===== config.mk =====
export PLATFORM = sky130hd
export DESIGN_NAME = instr_fetch_aligner
export DESIGN_NICKNAME = d
export VERILOG_FILES = /design/src/rtl/instr_fetch_aligner.sv
export SDC_FILE = /design/constraint.sdc
export NUM_CORES = 1
export LEC_CHECK = 0
export CORE_MARGIN = 4
export CORE_UTILIZATION = 45
export DETAILED_ROUTE_END_ITERATION = 16
export PLACE_DENSITY_LB_ADDON = 0.05
export SLEW_MARGIN = 20
export SYNTH_ARGS = -nofsm -noshare
export SYNTH_HDL_FRONTEND = slang
export SYNTH_SLANG_ARGS = --single-unit

===== constraint.sdc =====
create_clock -name aclk -period 3.9 [get_ports aclk]
set_clock_uncertainty 0.2 [all_clocks]
set_input_delay 0.78 -clock aclk [delete_from_list [all_inputs] [get_ports aclk]]
set_output_delay 0.78 -clock aclk [all_outputs]
set_load 0.05 [all_outputs]

===== src/rtl/instr_fetch_aligner.sv =====
// Instruction fetch aligner: splits fetch words into a halfword queue and
// presents whole RV compressed (16-bit) or standard (32-bit) instructions.
module instr_fetch_aligner #(
  parameter int          FETCH_W  = 32,
  parameter int          QDEPTH   = 8,
  parameter logic [31:0] RESET_PC = 32'h0000_0000
) (
  input  logic               aclk,
  input  logic               aresetn,
  input  logic               flush,
  input  logic [31:0]        flush_pc,
  output logic [31:0]        fetch_addr,
  input  logic               fetch_valid,
  output logic               fetch_ready,
  input  logic [FETCH_W-1:0] fetch_data,
  output logic               instr_valid,
  input  logic               instr_ready,
  output logic [31:0]        instr_data,
  output logic [31:0]        instr_pc,
  output logic               instr_is_comp
);

  localparam int          HW         = FETCH_W / 16;
  localparam int          OFFW       = $clog2(FETCH_W / 8);
  localparam int          SW         = OFFW - 1;
  localparam int          AW         = $clog2(QDEPTH);
  localparam int          CW         = AW + 1;
  localparam logic [31:0] ALIGN_MASK = ~32'(FETCH_W / 8 - 1);

  logic [15:0]   q_mem [QDEPTH];
  logic [AW-1:0] rd_ptr, wr_ptr;
  logic [CW-1:0] count;
  logic [31:0]   pc_q, faddr_q;
  logic [SW-1:0] start_off;
  logic          first_word;

  logic [15:0]   head_lo, head_hi;
  logic          head_comp;
  logic [SW-1:0] skip;
  logic [CW-1:0] push_n, pop_n;
  logic          fetch_fire, instr_fire;

  assign fetch_addr = faddr_q;
  assign instr_pc   = pc_q;

  // Handshake decode: everything below depends on registered state only,
  // except the fire terms which merely qualify the updates.
  always_comb begin
    head_lo       = q_mem[rd_ptr];
    head_hi       = q_mem[rd_ptr + AW'(1)];
    head_comp     = head_lo[1:0] != 2'b11;
    fetch_ready   = (CW'(QDEPTH) - count) >= CW'(HW);
    instr_valid   = (count >= CW'(2)) || ((count != '0) && head_comp);
    instr_is_comp = (count != '0) && head_comp;
    instr_data    = 32'h0;
    if (count != '0) begin
      if (head_comp || (count < CW'(2)))
        instr_data = {16'h0, head_lo};
      else
        instr_data = {head_hi, head_lo};
    end
    fetch_fire = fetch_valid & fetch_ready;
    instr_fire = instr_valid & instr_ready;
    skip       = first_word ? start_off : '0;
    push_n     = fetch_fire ? (CW'(HW) - CW'(skip)) : '0;
    pop_n      = instr_fire ? (instr_is_comp ? CW'(1) : CW'(2)) : '0;
  end

  // Queue storage: halfwords below the start offset of the first word are dropped.
  always_ff @(posedge aclk) begin
    if (aresetn && !flush && fetch_fire) begin
      for (int i = 0; i < HW; i++) begin
        if (i >= int'(skip))
          q_mem[wr_ptr + AW'(i - int'(skip))] <= fetch_data[16*i +: 16];
      end
    end
  end

  // Control state: pointers, occupancy, PCs
  always_ff @(posedge aclk) begin
    if (!aresetn) begin
      rd_ptr     <= '0;
      wr_ptr     <= '0;
      count      <= '0;
      pc_q       <= RESET_PC;
      faddr_q    <= RESET_PC & ALIGN_MASK;
      start_off  <= RESET_PC[OFFW-1:1];
      first_word <= 1'b1;
    end else if (flush) begin
      rd_ptr     <= '0;
      wr_ptr     <= '0;
      count      <= '0;
      pc_q       <= flush_pc & 32'hFFFF_FFFE;
      faddr_q    <= flush_pc & ALIGN_MASK;
      start_off  <= flush_pc[OFFW-1:1];
      first_word <= 1'b1;
    end else begin
      if (fetch_fire) begin
        wr_ptr     <= wr_ptr + AW'(push_n);
        faddr_q    <= faddr_q + 32'(FETCH_W / 8);
        first_word <= 1'b0;
      end
      if (instr_fire) begin
        rd_ptr <= rd_ptr + AW'(pop_n);
        pc_q   <= pc_q + (32'(pop_n) << 1);
      end
      count <= count + push_n - pop_n;
    end
  end

endmodule

Word-level counts from Yosys, hierarchy flattened
Memory sizes are Yosys's and may differ from the RTL's. A register that Yosys moved wholly into a read port is not among the register bits.
Index checks and enable logic that the tools add are counted.
{"block": "totals", "reg_bits": 76, "ramBits": 128, "input_bits": 69, "out_inout_bits": 99, "wordCells": 58, "mem_count": 1}
{"block": "op_classes", "n_addsub": 13, "magnitude_cmp": 4, "n_eq_ne": 1, "muxes": 17, "n_bitwise": 3, "n_reduce_logical": 10}
{"memory": "q_mem", "depth": 8, "word_bits": 16, "rd": 2, "rd_clocked_by_memory_dff": 1, "wr": 2, "line": "30", "text": "logic [15:0] q_mem [QDEPTH];"}
{"operator": "$mux 32", "n": 6}
{"operator": "$add 32x3->32", "n": 1}
{"operator": "$add 32x3->32 const B", "n": 1}
{"operator": "$add 3x3->3", "n": 3}
{"operator": "$ge 4x2->1 const B", "n": 2}
{"operator": "$mux 1", "n": 6}
{"operator": "$mux 3", "n": 2}
{"operator": "$add 4x4->4", "n": 1}
{"operator": "$lt 4x2->1 const B", "n": 1}
{"operator": "$mux 2", "n": 2}
{"operator": "$mux 4", "n": 1}
{"operator": "$reduce_bool 2->1", "n": 2}
{"operator": "$reduce_bool 4->1", "n": 1}
{"operator": "$sub 1x1->2 const A", "n": 2}
{"operator": "$sub 4x2->4", "n": 1}
{"operator": "$sub 4x4->4 const A", "n": 1}
{"operator": "$add 3x1->3 const B", "n": 1}
{"operator": "$add 3x2->3", "n": 1}
{"operator": "$logic_and 1x1->1", "n": 3}
{"operator": "$sub 2x1->3 const A", "n": 1}
{"operator": "$and 1x1->1", "n": 2}
{"operator": "$logic_or 1x1->1", "n": 2}
{"operator": "$ne 2x2->1 const B", "n": 1}
{"operator": "$reduce_or 2->1", "n": 1}
{"operator": "3 further kinds", "n": 3}

Logic depth before layout (Yosys ltp)
{"block": "depth", "ltp_word": 8, "ltp_mapped": 16, "ltp_nobuf": 13}

Worst setup path after synthesis
Ideal clock, no wire load.
{"block": "synth_path", "path_type": "reg-to-output", "startpoint": "reg count[1]", "endpoint": "out instr_data[21]", "arrival_ps": 3024, "path_slack_ps": -104, "stages_incl_launch_ff": 9, "cell_sequence": "dfxtp_1 > inv_1 > ha_1 > and2_1 > clkbuf_1 > nor2_1 > nand2_1 > clkbuf_1 > a21oi_1"}
{"block": "synth_between", "elab_chain_len": 4, "word_cells_on_any_way": 5}
{"item": "from (decl)", "line": "32", "text": "logic [CW-1:0] count;"}
{"item": "from (signal assigned)", "line": "107", "text": "count <= count + push_n - pop_n;"}
{"item": "$lt 4x2->1", "line": "57", "text": "if (head_comp || (count < CW'(2)))"}
{"item": "$logic_or 1x1->1", "line": "57"}
{"item": "$mux 32", "line": "57"}
{"item": "$mux 32 *", "line": "56", "text": "if (count != '0) begin"}
{"item": "to (decl)", "line": "18", "text": "output logic [31:0] instr_data,"}
Mark *: on every way between the ends. The rest lies on a longest branch, timed or not.

Worst setup path in the final report
{"block": "layout_path", "startpoint": "reg count[1]", "endpoint": "out fetch_ready"}
{"block": "layout_between", "elab_chain_len": 2}
{"item": "$sub 4x4->4", "line": "52", "text": "fetch_ready = (CW'(QDEPTH) - count) >= CW'(HW);"}
{"item": "$ge 4x2->1", "line": "52"}
{"item": "to (decl)", "line": "14", "text": "output logic fetch_ready,"}
No other way between the ends.

==> flow_results.xml <==
<?xml version="1.0" encoding="UTF-8"?>
<metrics>
  <group name="timing">
    <metric name="finalWorstSetupSlack" unit="ns">0.144</metric>
    <metric name="final-max-slew-violation-count" unit="">0</metric>
    <metric name="timing.slew.headroom" unit="%">43.2</metric>
    <metric name="number_of_setup_violations_in_the_final_report" unit="">0</metric>
    <metric name="rsz_0062_raised_after_global_routing" unit="">false</metric>
    <metric name="maxClockFrequency" unit="GHz">0.266</metric>
    <metric name="finalWorstPathRequiredPeriod" unit="ns">3.76</metric>
    <metric name="timing_worst_slew_pin_value" unit="ns">0.852</metric>
    <metric name="timing_hold_violations_final" unit="">0</metric>
    <metric name="layout_worst_path_cycle_share" unit="%">96.3</metric>
  </group>
  <group name="critical_path">
    <metric name="critPathTopFamily" unit="">buffers and inverters</metric>
    <metric name="worst_ep_required" unit="ns">2.92</metric>
    <metric name="arrival" unit="ns">2.78</metric>
    <metric name="cp_cell_sequence" unit="">inv_1 &gt; ha_1 &gt; or2_2 &gt; or2_2 &gt; clkdlybuf4s50_1</metric>
    <metric name="worst_setup_path_startpoint" unit="">count[1]</metric>
    <metric name="cpMostUsedCell" unit="">sky130_fd_sc_hd__or2_2</metric>
    <metric name="end_kind" unit="">output port</metric>
    <metric name="critical_path.slowest_cell" unit="">sky130_fd_sc_hd__clkdlybuf4s50_1</metric>
    <metric name="crit_type" unit="">flop to output port</metric>
    <metric name="crit_buf_inv" unit="">2</metric>
    <metric name="crit_path_max_fanout" unit="">16</metric>
    <metric name="timing.critical_path.slowest_cell_delay" unit="ns">0.70</metric>
    <metric name="worst_setup_path_start_kind" unit="">flop</metric>
  </group>
  <group name="pwr">
    <metric name="switching_share" unit="%">34.8</metric>
    <metric name="clockPowerShare" unit="%">30.9</metric>
    <metric name="cellPowerDensity" unit="nW/µm²">467</metric>
    <metric name="ir_worst_vdd" unit="mV">0.381</metric>
    <metric name="seq_power_share" unit="%">34.4</metric>
    <metric name="total_leakage_power" unit="nW">5.48</metric>
    <metric name="netSwitchingPower" unit="mW">2.56</metric>
    <metric name="p_int" unit="mW">4.80</metric>
    <metric name="p_total" unit="mW">7.36</metric>
    <metric name="combinational_group_share_of_total_power" unit="%">34.7</metric>
  </group>
  <group name="cells_and_area">
    <metric name="multi_input_comb_area" unit="µm²">6780</metric>
    <metric name="sequential_cell_area" unit="µm²">5370</metric>
    <metric name="insertedDiodeCount" unit="">0</metric>
    <metric name="synthToLayoutAreaGrowth" unit="%">25.8</metric>
    <metric name="num-nets-final" unit="">1340</metric>
    <metric name="drive_gt1_share" unit="%">23.7</metric>
    <metric name="mostFrequentLayoutCells" unit="">sky130_fd_sc_hd__clkdlybuf4s50_1 (128), sky130_fd_sc_hd__edfxtp_1 (128), sky130_fd_sc_hd__nand2_1 (78), sky130_fd_sc_hd__dfxtp_1 (75), sky130_fd_sc_hd__buf_4 (73)</metric>
    <metric name="fillerInstances" unit="">2307</metric>
    <metric name="postLayoutCellArea" unit="µm²">15800</metric>
  </group>
  <group name="cts">
    <metric name="ctsHtreeMaxLevel" unit="">1</metric>
    <metric name="numCtsBuffers" unit="">25</metric>
    <metric name="cts.sink_count" unit="">204</metric>
    <metric name="clock_tree_from_tritoncts" unit="">done</metric>
    <metric name="cts_hold_repair.buffers" unit="">0</metric>
    <metric name="clk_root_buffer_cell" unit="">sky130_fd_sc_hd__clkbuf_16</metric>
    <metric name="source_to_sink_clock_delay_at_the_later_pin_of_the_worst_skew_pair" unit="ns">0.53</metric>
    <metric name="clock_tree.buffer_depth" unit="">3</metric>
    <metric name="clkTransAtPathRegs" unit="ns">0.06</metric>
  </group>
  <group name="logic_synthesis">
    <metric name="postSynth.topFlopCell" unit="">sky130_fd_sc_hd__edfxtp_1</metric>
    <metric name="share_of_the_yosys_chip_area_belonging_to_registers" unit="%">42.8</metric>
    <metric name="mappedNetlistArea" unit="µm²">12500</metric>
    <metric name="synth_enable_flop_cells" unit="">128</metric>
    <metric name="synth-async-reset-ratio" unit="%">0</metric>
    <metric name="postSynthAreaPerCell" unit="µm²">11.7</metric>
    <metric name="synth_largest_area_cell" unit="">sky130_fd_sc_hd__edfxtp_1</metric>
    <metric name="area_share_of_the_largest_cell_type_after_synthesis" unit="%">30.7</metric>
    <metric name="synthesis.yosys.warnings" unit="">0</metric>
    <metric name="yosys-top-cells-area" unit="">sky130_fd_sc_hd__edfxtp_1 (31%), sky130_fd_sc_hd__dfxtp_1 (12%), sky130_fd_sc_hd__mux4_2 (12%)</metric>
    <metric name="synthDistinctLibCells" unit="">69</metric>
    <metric name="post_synth_inst_count" unit="">1068</metric>
    <metric name="postSynthRegisterBits" unit="">204</metric>
  </group>
  <group name="die">
    <metric name="die_height" unit="µm">175</metric>
    <metric name="num_rows" unit="">60</metric>
    <metric name="chipWidth" unit="µm">175</metric>
    <metric name="floorplan.initialDensity" unit="%">46.1</metric>
    <metric name="design.die.area" unit="µm²">30600</metric>
    <metric name="top_level_ports" unit="">168</metric>
    <metric name="area_of_the_core_region" unit="µm²">27200</metric>
  </group>
  <group name="status">
    <metric name="run_status" unit="">finished clean</metric>
  </group>
  <group name="global_routing">
    <metric name="grt_antenna_before_repair" unit="">0</metric>
    <metric name="first_pass_grt_wire_length" unit="mm">57.7</metric>
    <metric name="grt_pass1_vias" unit="">9635</metric>
    <metric name="gr_ovfl_total" unit="">0</metric>
    <metric name="globalRouteTotalUtil" unit="%">24.0</metric>
    <metric name="pin_count_of_the_biggest_net_entering_global_routing" unit="">82</metric>
  </group>
  <group name="placement">
    <metric name="finalWeightedCongestion" unit="">0.828</metric>
    <metric name="placedInstanceArea" unit="µm²">14900</metric>
    <metric name="dpl.hpwl" unit="mm">25.0</metric>
    <metric name="placement.setup.worst_slack" unit="ns">0.212</metric>
    <metric name="numPortBuffers" unit="">163</metric>
  </group>
  <group name="detailed_routing">
    <metric name="drtAntennaViolNets" unit="">0</metric>
    <metric name="via_per_inst" unit="">6.06</metric>
    <metric name="drc" unit="">0</metric>
    <metric name="num_vias" unit="">9912</metric>
    <metric name="postRouteWirelength" unit="mm">37.4</metric>
    <metric name="drt_iter0_drc" unit="">897</metric>
    <metric name="route.detailed.wl_per_inst" unit="µm">22.9</metric>
    <metric name="drt-pass1-iter-count" unit="">5</metric>
  </group>
  <group name="run">
    <metric name="max_cap_viol_count" unit="">0</metric>
  </group>
  <group name="worst_hold_path">
    <metric name="hold_path.startpoint" unit="">first_word</metric>
    <metric name="hold_class" unit="">flop to flop</metric>
  </group>
</metrics>
[kinds of logic after synthesis]
logic type,count (synthesis),synth area share [%]
simple gates,305,13.2
mux,213,24.9
flops,204,42.8
compound gates,203,11.5
buf+inv,99,3.45
fa+ha+maj,24,2.76
xor+xnor,19,1.33
other cells,1,0.0299
[cells in the mapped netlist (10+ instances only)]
master                      number
sky130_fd_sc_hd__o2111ai_1      11
sky130_fd_sc_hd__edfxtp_1      128
sky130_fd_sc_hd__a211oi_1       19
sky130_fd_sc_hd__dfxtp_1        76
sky130_fd_sc_hd__nand4_1        20
sky130_fd_sc_hd__or3_1          10
sky130_fd_sc_hd__nor2_1         47
sky130_fd_sc_hd__o21a_1         11
sky130_fd_sc_hd__ha_1           18
sky130_fd_sc_hd__and3_1         22
sky130_fd_sc_hd__a21oi_1        47
sky130_fd_sc_hd__o21ai_0        37
sky130_fd_sc_hd__nor3_1         39
sky130_fd_sc_hd__mux2_1         67
sky130_fd_sc_hd__and2_1         12
sky130_fd_sc_hd__mux2i_1        16
sky130_fd_sc_hd__or2_2          11
sky130_fd_sc_hd__xor2_1         12
sky130_fd_sc_hd__nand3_1        15
sky130_fd_sc_hd__nor4_1         18
sky130_fd_sc_hd__mux4_2         64
sky130_fd_sc_hd__mux2_2         64
sky130_fd_sc_hd__o31ai_1        10
sky130_fd_sc_hd__clkbuf_1       48
sky130_fd_sc_hd__nand2_1        78
sky130_fd_sc_hd__inv_1          23
sky130_fd_sc_hd__buf_2          15
[tightest hold or removal path, delay by kind of cell, from the launching register on]
kind,cells,cell delay [ns]
DFF,1,0.31
and+or+nand+nor,2,0.09
[worst paths after layout]
check | end | slack, ns | cells past startpoint
worst min-delay path | first_word | 0.24 | 2
worst max register to register | instr_pc[30] | 0.17 | 11
worst max-delay path | fetch_ready | 0.14 | 5
worst min register to register | first_word | 0.24 | 2
[flip-flops by register name, summed over array words and instances (netlist names), named ones only]
| register | flops |
|---|---|
| fetch_addr | 30 |
| instr_pc | 31 |
| count | 4 |
| start_off | 1 |
| rd_ptr | 3 |
| wr_ptr | 3 |
| first_word | 1 |
| q_mem | 128 |
[per-stage QoR]
stage | setup TNS [ns] | hold slack [ns] | std cells | util, %
2_1_floorplan | -1.04 | 0.223 | 1070 | -
3_3_place_gp | 0 | 0.232 | 1591 | 55.0
3_5_place_dp | 0 | 0.237 | 1591 | 55.0
4_1_cts | 0 | 0.247 | 1635 | 57.9
5_1_grt | 0 | 0.274 | 1636 | 58.0
6_report | 0 | 0.244 | 1636 | 58.0
[routing by layer]
layer	wire length, µm	vias to the layer above	track usage, %
li1	-	4580	-
met5	0	-	0
met1	17000	4968	35.5
met4	609	0	4.22
met3	2440	40	3.61
met2	17400	324	38.1
[repair_timing]
item	CTS	global route
buffers inserted	0	1
resized for setup	0	7
setup endpoints to repair	0	5
[cell type report]
type | instances | share of cell area, %
well taps | 372 | 2.95
clock buffers | 35 | 4.40
flip-flops and latches | 204 | 34.1
clock inverters | 9 | 0.596
inverters | 25 | 0.596
multi-input cells | 767 | 43.0
repair buffers | 224 | 14.4
[power groups by stage]
stage               clock (mW)  combinational (mW)  sequential [mW]
floorplan                    0                1.54             2.71
global placement             0                2.53             2.58
detailed placement           0                2.55             2.58
CTS                       2.32                2.56             2.53
global route              2.40                2.74             2.55
finish                    2.28                2.55             2.53
Note: power is estimated with default switching activity, not from simulation.
